==> src/rtl/tdm_demux4.sv <==
// tdm_demux4: receive side of the 4-slot TDM link.
// Collects one beat per slot after a sync marker and presents the full frame.
module tdm_demux4 #(
   parameter int WIDTH = 1
) (
   input  logic             clk,
   input  logic             rst_n,
   input  logic             in_valid,
   input  logic             in_sync,
   input  logic [WIDTH-1:0] in_data,
   output logic [WIDTH-1:0] d0,
   output logic [WIDTH-1:0] d1,
   output logic [WIDTH-1:0] d2,
   output logic [WIDTH-1:0] d3,
   output logic             out_valid,
   output logic             frame_err,
   output logic [1:0]       slot
);

   typedef enum logic {IDLE, RECV} state_t;

   state_t           state;
   logic [WIDTH-1:0] s0;
   logic [WIDTH-1:0] s1;
   logic [WIDTH-1:0] s2;

   always_ff @(posedge clk or negedge rst_n) begin
      if (!rst_n) begin
         state     <= IDLE;
         slot      <= 2'd0;
         s0        <= '0;
         s1        <= '0;
         s2        <= '0;
         d0        <= '0;
         d1        <= '0;
         d2        <= '0;
         d3        <= '0;
         out_valid <= 1'b0;
         frame_err <= 1'b0;
      end else begin
         out_valid <= 1'b0;
         frame_err <= 1'b0;
         unique case (state)
            IDLE: begin
               // beats without a sync marker are dropped until aligned
               if (in_valid && in_sync) begin
                  s0    <= in_data;
                  slot  <= 2'd1;
                  state <= RECV;
               end
            end
            RECV: begin
               if (in_valid && in_sync) begin
                  frame_err <= 1'b1;
                  s0        <= in_data;
                  s1        <= '0;
                  s2        <= '0;
                  slot      <= 2'd1;
               end else if (in_valid) begin
                  unique case (slot)
                     2'd1: begin
                        s1   <= in_data;
                        slot <= 2'd2;
                     end
                     2'd2: begin
                        s2   <= in_data;
                        slot <= 2'd3;
                     end
                     2'd3: begin
                        // whole frame lands on one edge
                        d0        <= s0;
                        d1        <= s1;
                        d2        <= s2;
                        d3        <= in_data;
                        out_valid <= 1'b1;
                        slot      <= 2'd0;
                        state     <= IDLE;
                     end
                     default: begin
                        slot  <= 2'd0;
                        state <= IDLE;
                     end
                  endcase
               end
            end
            default: state <= IDLE;
         endcase
      end
   end

endmodule

==> config.mk <==
export PLATFORM = sky130hd
export DESIGN_NAME = tdm_demux4
export DESIGN_NICKNAME = d
export VERILOG_FILES = /design/src/rtl/tdm_demux4.sv
export SDC_FILE = /design/constraint.sdc
export NUM_CORES = 1
export LEC_CHECK = 0
export ABC_CLOCK_PERIOD_IN_PS = 3000
export BUFFER_PORTS_ARGS = -buffer_cell sky130_fd_sc_hd__buf_2
export CAP_MARGIN = 40
export CORE_AREA = 2 2 59 47
export CTS_CLUSTER_SIZE = 8
export DETAILED_ROUTE_END_ITERATION = 6
export DIE_AREA = 0 0 61 49
export PLACE_DENSITY = 0.43
export SLEW_MARGIN = 0
export SYNTH_ARGS = -nofsm -noshare
export SYNTH_HDL_FRONTEND = slang
export SYNTH_SLANG_ARGS = --single-unit
==> constraint.sdc <==
create_clock -name clk -period 3 [get_ports clk]
set_input_delay 0.15 -clock clk [delete_from_list [all_inputs] [get_ports clk]]
set_output_delay 0.15 -clock clk [all_outputs]
set_load 0.02 [all_outputs]
Word-level counts from Yosys, hierarchy flattened
Index checks and enable logic that the tools add are counted.
Widths: inputs -> output; s select.
{"block": "totals", "register_bits": 12, "inputBits": 5, "output_inout_bits": 8, "elab_cells": 49}
{"block": "classes", "n_eq_ne": 5, "mux": 22, "n_bitwise": 2, "reduce_logical": 9}
{"op": "$mux 1", "n": 16}
{"op": "$pmux 2 s2", "n": 2}
{"op": "$mux 2", "n": 3}
{"op": "$reduce_and 3->1", "n": 2}
{"op": "$reduce_bool 2->1", "n": 3}
{"op": "$eq 2x2->1 const B", "n": 2}
{"op": "$reduce_and 4->1", "n": 1}
{"op": "$ne 3x2->1 const B", "n": 1}
{"op": "$eq 2x1->1 const B", "n": 1}
{"op": "$ne 2x2->1 const B", "n": 1}
{"op": "$not 1->1", "n": 2}
{"op": "$pmux 1 s2", "n": 1}
{"op": "$reduce_and 2->1", "n": 1}
{"op": "$reduce_or 2->1", "n": 1}
{"op": "$logic_and 1x1->1", "n": 1}

Depth between registers and ports, before layout
Gate-level depths: netlist of run 1.
{"block": "logic_depth", "ltp_word": 6, "depth_mapped": 4, "ltp_nobuf": 4}

Worst setup path after synthesis of run 1
No wires, ideal clock.
{"block": "synth_path", "path_kind": "register -> register", "from": "reg slot[1]", "to": "reg d0", "setup_time_ps": 125, "arrival_ps": 1178, "t_required_ps": 2875, "path_slack_ps": 1697, "path_stages_with_launch": 4, "path_buffers": 0, "period_less_slack_ps": 1303, "path_cell_list": "dfrtp_1 > ha_1 > nand4b_4 > mux2_4"}
{"block": "synth_between", "elab_chain_cells": 2}
{"element": "from (decl)", "line": "17", "rtl": "output logic [1:0] slot"}
{"element": "from (signal assigned)", "line": "30", "rtl": "slot <= 2'd0;"}
{"element": "from (signal assigned)", "line": "48", "rtl": "slot <= 2'd1;"}
{"element": "from (signal assigned)", "line": "58", "rtl": "slot <= 2'd1;"}
{"element": "$eq 2x2->1", "line": "60", "rtl": "unique case (slot)"}
{"element": "$reduce_and 4->1 (no source line)"}
{"element": "to (signal assigned)", "line": "34", "rtl": "d0 <= '0;"}
{"element": "to (signal assigned)", "line": "71", "rtl": "d0 <= s0;"}
{"element": "to (decl)", "line": "11", "rtl": "output logic [WIDTH-1:0] d0,"}
No other way between the ends.
A chain may end at the register's enable or synchronous reset.

Worst setup path in the final report of run 1
{"block": "layout_path", "from": "reg slot[1]", "to": "reg d2"}
{"block": "layout_between", "elab_chain_cells": 2}
{"element": "$eq 2x2->1", "line": "60"}
{"element": "$reduce_and 4->1 (no source line)"}
{"element": "to (signal assigned)", "line": "36", "rtl": "d2 <= '0;"}
{"element": "to (signal assigned)", "line": "73", "rtl": "d2 <= s2;"}
{"element": "to (decl)", "line": "13", "rtl": "output logic [WIDTH-1:0] d2,"}
No other way between the ends.

==> results of run 1 <==
critical path, stage by stage, from the launching register on:
cell and delay [ns]:
dfrtp_1 0.42, ha_1 0.22, nand4b_4 0.17, mux2_4 0.33
layout by cell type, fill, tap and decap left out, types with 2 or more instances in the layout:
master / n
mux2_4: 4
clkbuf_4: 3
ha_1: 3
dfrtp_1: 12
inv_1: 3
a22o_1: 3
buf_2: 12
o211ai_1: 2
sequential cells by signal, indices dropped and copies added, names as in the netlist:
signal,flops
d0,1
d1,1
d2,1
d3,1
frame_err,1
out_valid,1
s0,1
s1,1
s2,1
slot,2
state,1
worst max path at each step:
stage               to  depth (start not counted)  slack [ns]     from
floorplan           d0                          3        1.70  slot[1]
global placement    d3                          3        1.75  slot[1]
detailed placement  d3                          3        1.73  slot[1]
CTS                 d2                          3        1.72  slot[1]
global route        d2                          3        1.64  slot[1]
finish              d2                          3        1.74  slot[1]
where the power goes:
part | switching [mW] | leakage [nW] | internal (mW)
combinational | 0.0996 | 0.200 | 0.0950
clock | 0.0543 | 0.0210 | 0.0738
sequential | 0.0489 | 0.153 | 0.210
routing by layer:
| metal | up-vias | share of wire [%] |
|---|---|---|
| li1 | 183 | - |
| met1 | 181 | 50 |
| met2 | 13 | 42 |
| met3 | 2 | 6.4 |
| met4 | 0 | 1.4 |
| met5 | - | 0 |
stage by stage:
stage | hold WS (ns) | instance area, sq um | total power, mW | cells | util, %
after CTS | 0.119 | 707 | 0.593 | 92 | 28.7
after global placement | 0.0469 | 661 | 0.458 | 87 | 26.8
after detailed placement | 0.0448 | 661 | 0.460 | 87 | 26.8
final | 0.130 | 707 | 0.582 | 92 | 28.7
after global routing | 0.119 | 707 | 0.626 | 92 | 28.7
after floorplan | -0.146 | 586 | 0.411 | 42 | -
final cells by class:
type,instances,area [sq um],area share (%)
Sequential cell,12,300,42.5
Multi-Input combinational cell,24,244,34.5
Timing Repair Buffer,13,70.1,9.91
Tap cell,36,45.0,6.37
Clock buffer,4,36.3,5.13
Inverter,3,11.3,1.59
cell families after synthesis:
kind of cell,Yosys count
flip-flops,12
buffers and inverters,6
multiplexers,5
AO/OA/AOI/OAI,8
adder cells (fa/ha/maj),3
AND/OR/NAND/NOR,8
==> flow_metrics.tcl, run 1 <==
set metrics [dict create \
    outcome "finished clean" \
    vias 379 \
    period_needed_ns 1.26 \
    setup_ws_ns 1.74 \
    drv_slew 0 \
    worst_slew_pin_slew_ns 0.336 \
    h-tree-depth 1 \
    drive_gt1_share_pct 42.9 \
    drt-total-wl_mm 1.01 \
    gr-usage-met3_pct 5.57 \
    drt-initial-drc-count 7 \
    core_sq_mm 0.00246 \
    fin_setup_tns_ns 0 \
    wl_per_cell_um 10.9 \
    ant_nets 0 \
    drcViolationCount 0 \
    synth.most_common_cell "dfrtp_1" \
    worstPathArrival_ns 1.42 \
    powerDensity_mw_per_mm2 823 \
    crit_fanout 5 \
    worstPathRequired_ns 3.16 \
    r2r_setup_slack_ns 1.74 \
    insertion_delay_ns 0.27 \
    diodes 0 \
    hold_end "d3" \
    rr_endpoint "d2" \
    firstDrtPassIters 4 \
    top_usage_layer "met1" \
    fmax_mhz 795 \
    ctsResizeCount 0 \
    start_kind "flop" \
    synth_top_area_share_pct 51.3 \
    cts_tree "built" \
    vias_per_cell 4.12 \
    synthSimpleGateAreaFrac_pct 12.2 \
    root_buffer "clkbuf_4" \
    synth_compound_area_share_pct 10.9 \
    r2r_cells 3 \
    hold_buffers 1 \
    io_pins 13 \
    synth_area_per_cell_sq_um 13.9 \
    synthMuxAreaShare_pct 12.2 \
    synthAdderAreaFrac_pct 6.41 \
    antenna_found_initial 0 \
    yosys_warnings 0 \
    gr-usage-met2_pct 9.86 \
    post_cts_buffers 0 \
    cts_buffers 3 \
    grt_max_degree 13 \
    synth_top_family_by_area "simple AND/OR/NAND/NOR gates" \
    seq_area_frac_synth_pct 51.3 \
    start_util_pct 23.8 \
    synthCells 42 \
    synth_edf_count 0 \
    clock_skew_ns 0.00224 \
    grt_pass1_vias 339 \
    fillers 262 \
    pre_cts_ws_ns 1.73 \
    grt_usage_pct 8.26 \
    leakage_nw 0.373 \
    path_clk_slew_ns 0.08 \
    place_congestion 0.665 \
    max_slew_margin_pct 77.6 \
    hold_viol 0 \
    max-clock-path-buffers 2 \
    dieArea_sq_mm 0.00299 \
    synth_cell_types 20 \
    rsz0062_at_grt "no" \
    portBuffers 12 \
    fin_nets 65 \
    rows 16 \
    grt-ovfl-total 0 \
    synthTopCellsByArea "dfrtp_1, mux2_4, ha_1" \
    setup_viol 0 \
    post-route-period-util_pct 41.9 \
    hp-start "in_data" \
    ir_drop_mv 0.230 \
    areaGrowthSynthToFinish_pct 20.7 \
    die_x_um 61 \
    grt_pass1_wl_mm 1.68 \
    r2r-start "slot[1]" \
    whs_path_depth 2 \
    yosys_most_used_dff "dfrtp_1" \
    syn_nets 50 \
    ys_seq_elements 12 \
    cts_sinks 12 \
    criticalPathCategory "reg2reg" \
    syn_area_sq_um 586 \
    maxCapViolCount 0 \
    yosysTopAreaCell "dfrtp_1" \
    synth-xor-area-share_pct 0 \
    synthArstFlopShare_pct 100 \
    grt_use_met1_pct 11.4 \
    cp-end-kind "flop" \
    holdCritPathClass "in2reg" \
    synth_commonest_cells "dfrtp_1, mux2_4, a22o_1, ha_1, inv_1" \
    die_h_um 49 \
]
(Power assumes the default switching activity.)
==> inputs of run 2 (changes only) <==
--- a/config.mk
+++ b/config.mk
@@ -5,7 +5,7 @@
 export SDC_FILE = /design/constraint.sdc
 export NUM_CORES = 1
 export LEC_CHECK = 0
-export ABC_CLOCK_PERIOD_IN_PS = 3000
+export ABC_CLOCK_PERIOD_IN_PS = 1300
 export BUFFER_PORTS_ARGS = -buffer_cell sky130_fd_sc_hd__buf_2
 export CAP_MARGIN = 40
 export CORE_AREA = 2 2 59 47
==> constraint.sdc (replaced) <==
create_clock -name clk -period 1.3 [get_ports clk]
set_input_delay 0.065 -clock clk [delete_from_list [all_inputs] [get_ports clk]]
set_output_delay 0.065 -clock clk [all_outputs]
set_load 0.02 [all_outputs]
==> run 2 against run 1 <==
  * Final cell count rose by 2.2%
  * Wire length rose by 2.6%
  * Cell area rose by 3.2%
  * Sequential power rose by 130%
  * Sequential share of layout area fell by 1.1 points
  * Register-to-register slack got worse by 1.7 ns
  * Clock-buffer cell count did not move
  * Worst hold slack got worse by 0.074 ns
  * First-iteration DRC count fell by 57%
  * Global-route usage fell by 0.47 points
  * Combinational power rose to 2.6 times the previous value
  * Critical endpoint is now d0
==> flow_metrics.tcl, run 2 (synthesized netlist as in run 1, its figures left out) <==
set metrics [dict create \
    rows 16 \
    cts_buffers 3 \
    place_congestion 0.746 \
    leakage_nw 0.382 \
    cts_sinks 12 \
    clock_skew_ns 0.00361 \
    io_pins 13 \
    drcViolationCount 0 \
    ant_nets 0 \
    cts_tree "built" \
    top_layer "met3" \
    dr_wl_met3_um 37 \
    start_util_pct 23.8 \
    grt_max_degree 13 \
    h-tree-depth 1 \
    drt-total-wl_mm 1.03 \
    portBuffers 12 \
    wl_met1_um 588 \
    antenna_found_initial 0 \
    path_clk_slew_ns 0.08 \
    period_needed_ns 1.23 \
    cpMaxStageDelayCell "dfrtp_1" \
    vias 369 \
    wl_per_cell_um 11.0 \
    powerDensity_mw_per_mm2 1900 \
    fin_nets 67 \
    areaGrowthSynthToFinish_pct 24.6 \
    maxCapViolCount 0 \
    dp_cells 87 \
    grt_usage_pct 7.78 \
    dieArea_sq_mm 0.00299 \
    largest_reg_flops 2 \
    drt-initial-drc-count 3 \
    insertion_delay_ns 0.27 \
    crit_fanout 5 \
    instances_no_fill 94 \
    root_buffer "clkbuf_4" \
    max-clock-path-buffers 2 \
    wl_met2_um 407 \
    core_sq_mm 0.00246 \
    top_register "slot" \
    outcome "finished clean" \
    grt_pass1_vias 347 \
    setup_ws_ns 0.0733 \
    grt_pass1_wl_mm 1.67 \
    die_h_um 49 \
    diodes 0 \
    criticalPathCategory "reg2reg" \
    fin_setup_tns_ns 0 \
    hold_viol 0 \
    worstPathRequired_ns 1.45 \
    mostFrequentLayoutCell "buf_2" \
    cp-end-kind "flop" \
    ir_drop_mv 0.607 \
    max_slew_margin_pct 77.2 \
    holdCritPathClass "in2reg" \
    slowest_delay_ns 0.41 \
    die_x_um 61 \
    post-route-period-util_pct 94.4 \
    grt-ovfl-total 0 \
    dp_hpwl_um 734 \
    setup_viol 0 \
    worst_slew_pin_slew_ns 0.343 \
    fmax_mhz 815 \
    worstPathArrival_ns 1.38 \
    whs_ns 0.0563 \
    pre_cts_ws_ns 0.0653 \
    drive_gt1_share_pct 48.3 \
    mostFrequentLayoutCells "buf_2, dfrtp_1, mux2_4" \
    vias_per_cell 3.93 \
    start_kind "flop" \
    drv_slew 0 \
    r2r_setup_slack_ns 0.07 \
    firstDrtPassIters 2 \
    path_cells "ha_1 > nand4b_4 > mux2_4" \
]
## run 2: area by class of cell
class / count / area, sq um
Fill cell: 261 / 1730
Sequential cell: 12 / 302
Multi-Input combinational cell: 24 / 250
Timing Repair Buffer: 15 / 85.1
Tap cell: 36 / 45.0
Clock buffer: 4 / 36.3
Inverter: 3 / 11.3
## run 2: final timing paths
path,start,end,cells after the start
max,slot[0],d0,3
min,in_data,d3,2
max reg2reg,slot[0],d0,3
min reg2reg,s0,d0,1
max in group asynchronous,rst_n,slot[1],2
min in group asynchronous,rst_n,frame_err,2
## run 2: what timing repair did
item                                   4_1_cts  5_1_grt
resized for setup                            0        1
hold buffers                                 1        0
endpoints found under the hold margin       12        0
setup endpoints to repair                    0        1
setup buffers                                0        2
## run 2: metrics by stage
step	cell area, sq um	utilization [%]	power, mW
floorplan	587	-	0.951
global placement	662	26.9	1.06
detailed placement	662	26.9	1.06
CTS	708	28.8	1.36
global route	729	29.6	1.48
finish	729	29.6	1.39
## run 2: routing by layer
metal / up-vias / track usage [%]
met4: 0 / 1.09
met3: 0 / 4.77
met5: - / 0
met2: 10 / 10.0
li1: 187 / -
met1: 172 / 11.3
## run 2: power breakdown
part	internal, mW	switching (mW)	total (mW)
combinational	0.253	0.249	0.502
clock	0.170	0.121	0.291
sequential	0.487	0.106	0.593
total	0.910	0.476	1.39
## run 2: critical path: cells and delay by family (launching register included)
| kind | cells | cell delay (ns) |
|---|---|---|
| mux | 1 | 0.31 |
| flops | 1 | 0.41 |
| simple gates | 1 | 0.15 |
| fa+ha+maj | 1 | 0.24 |
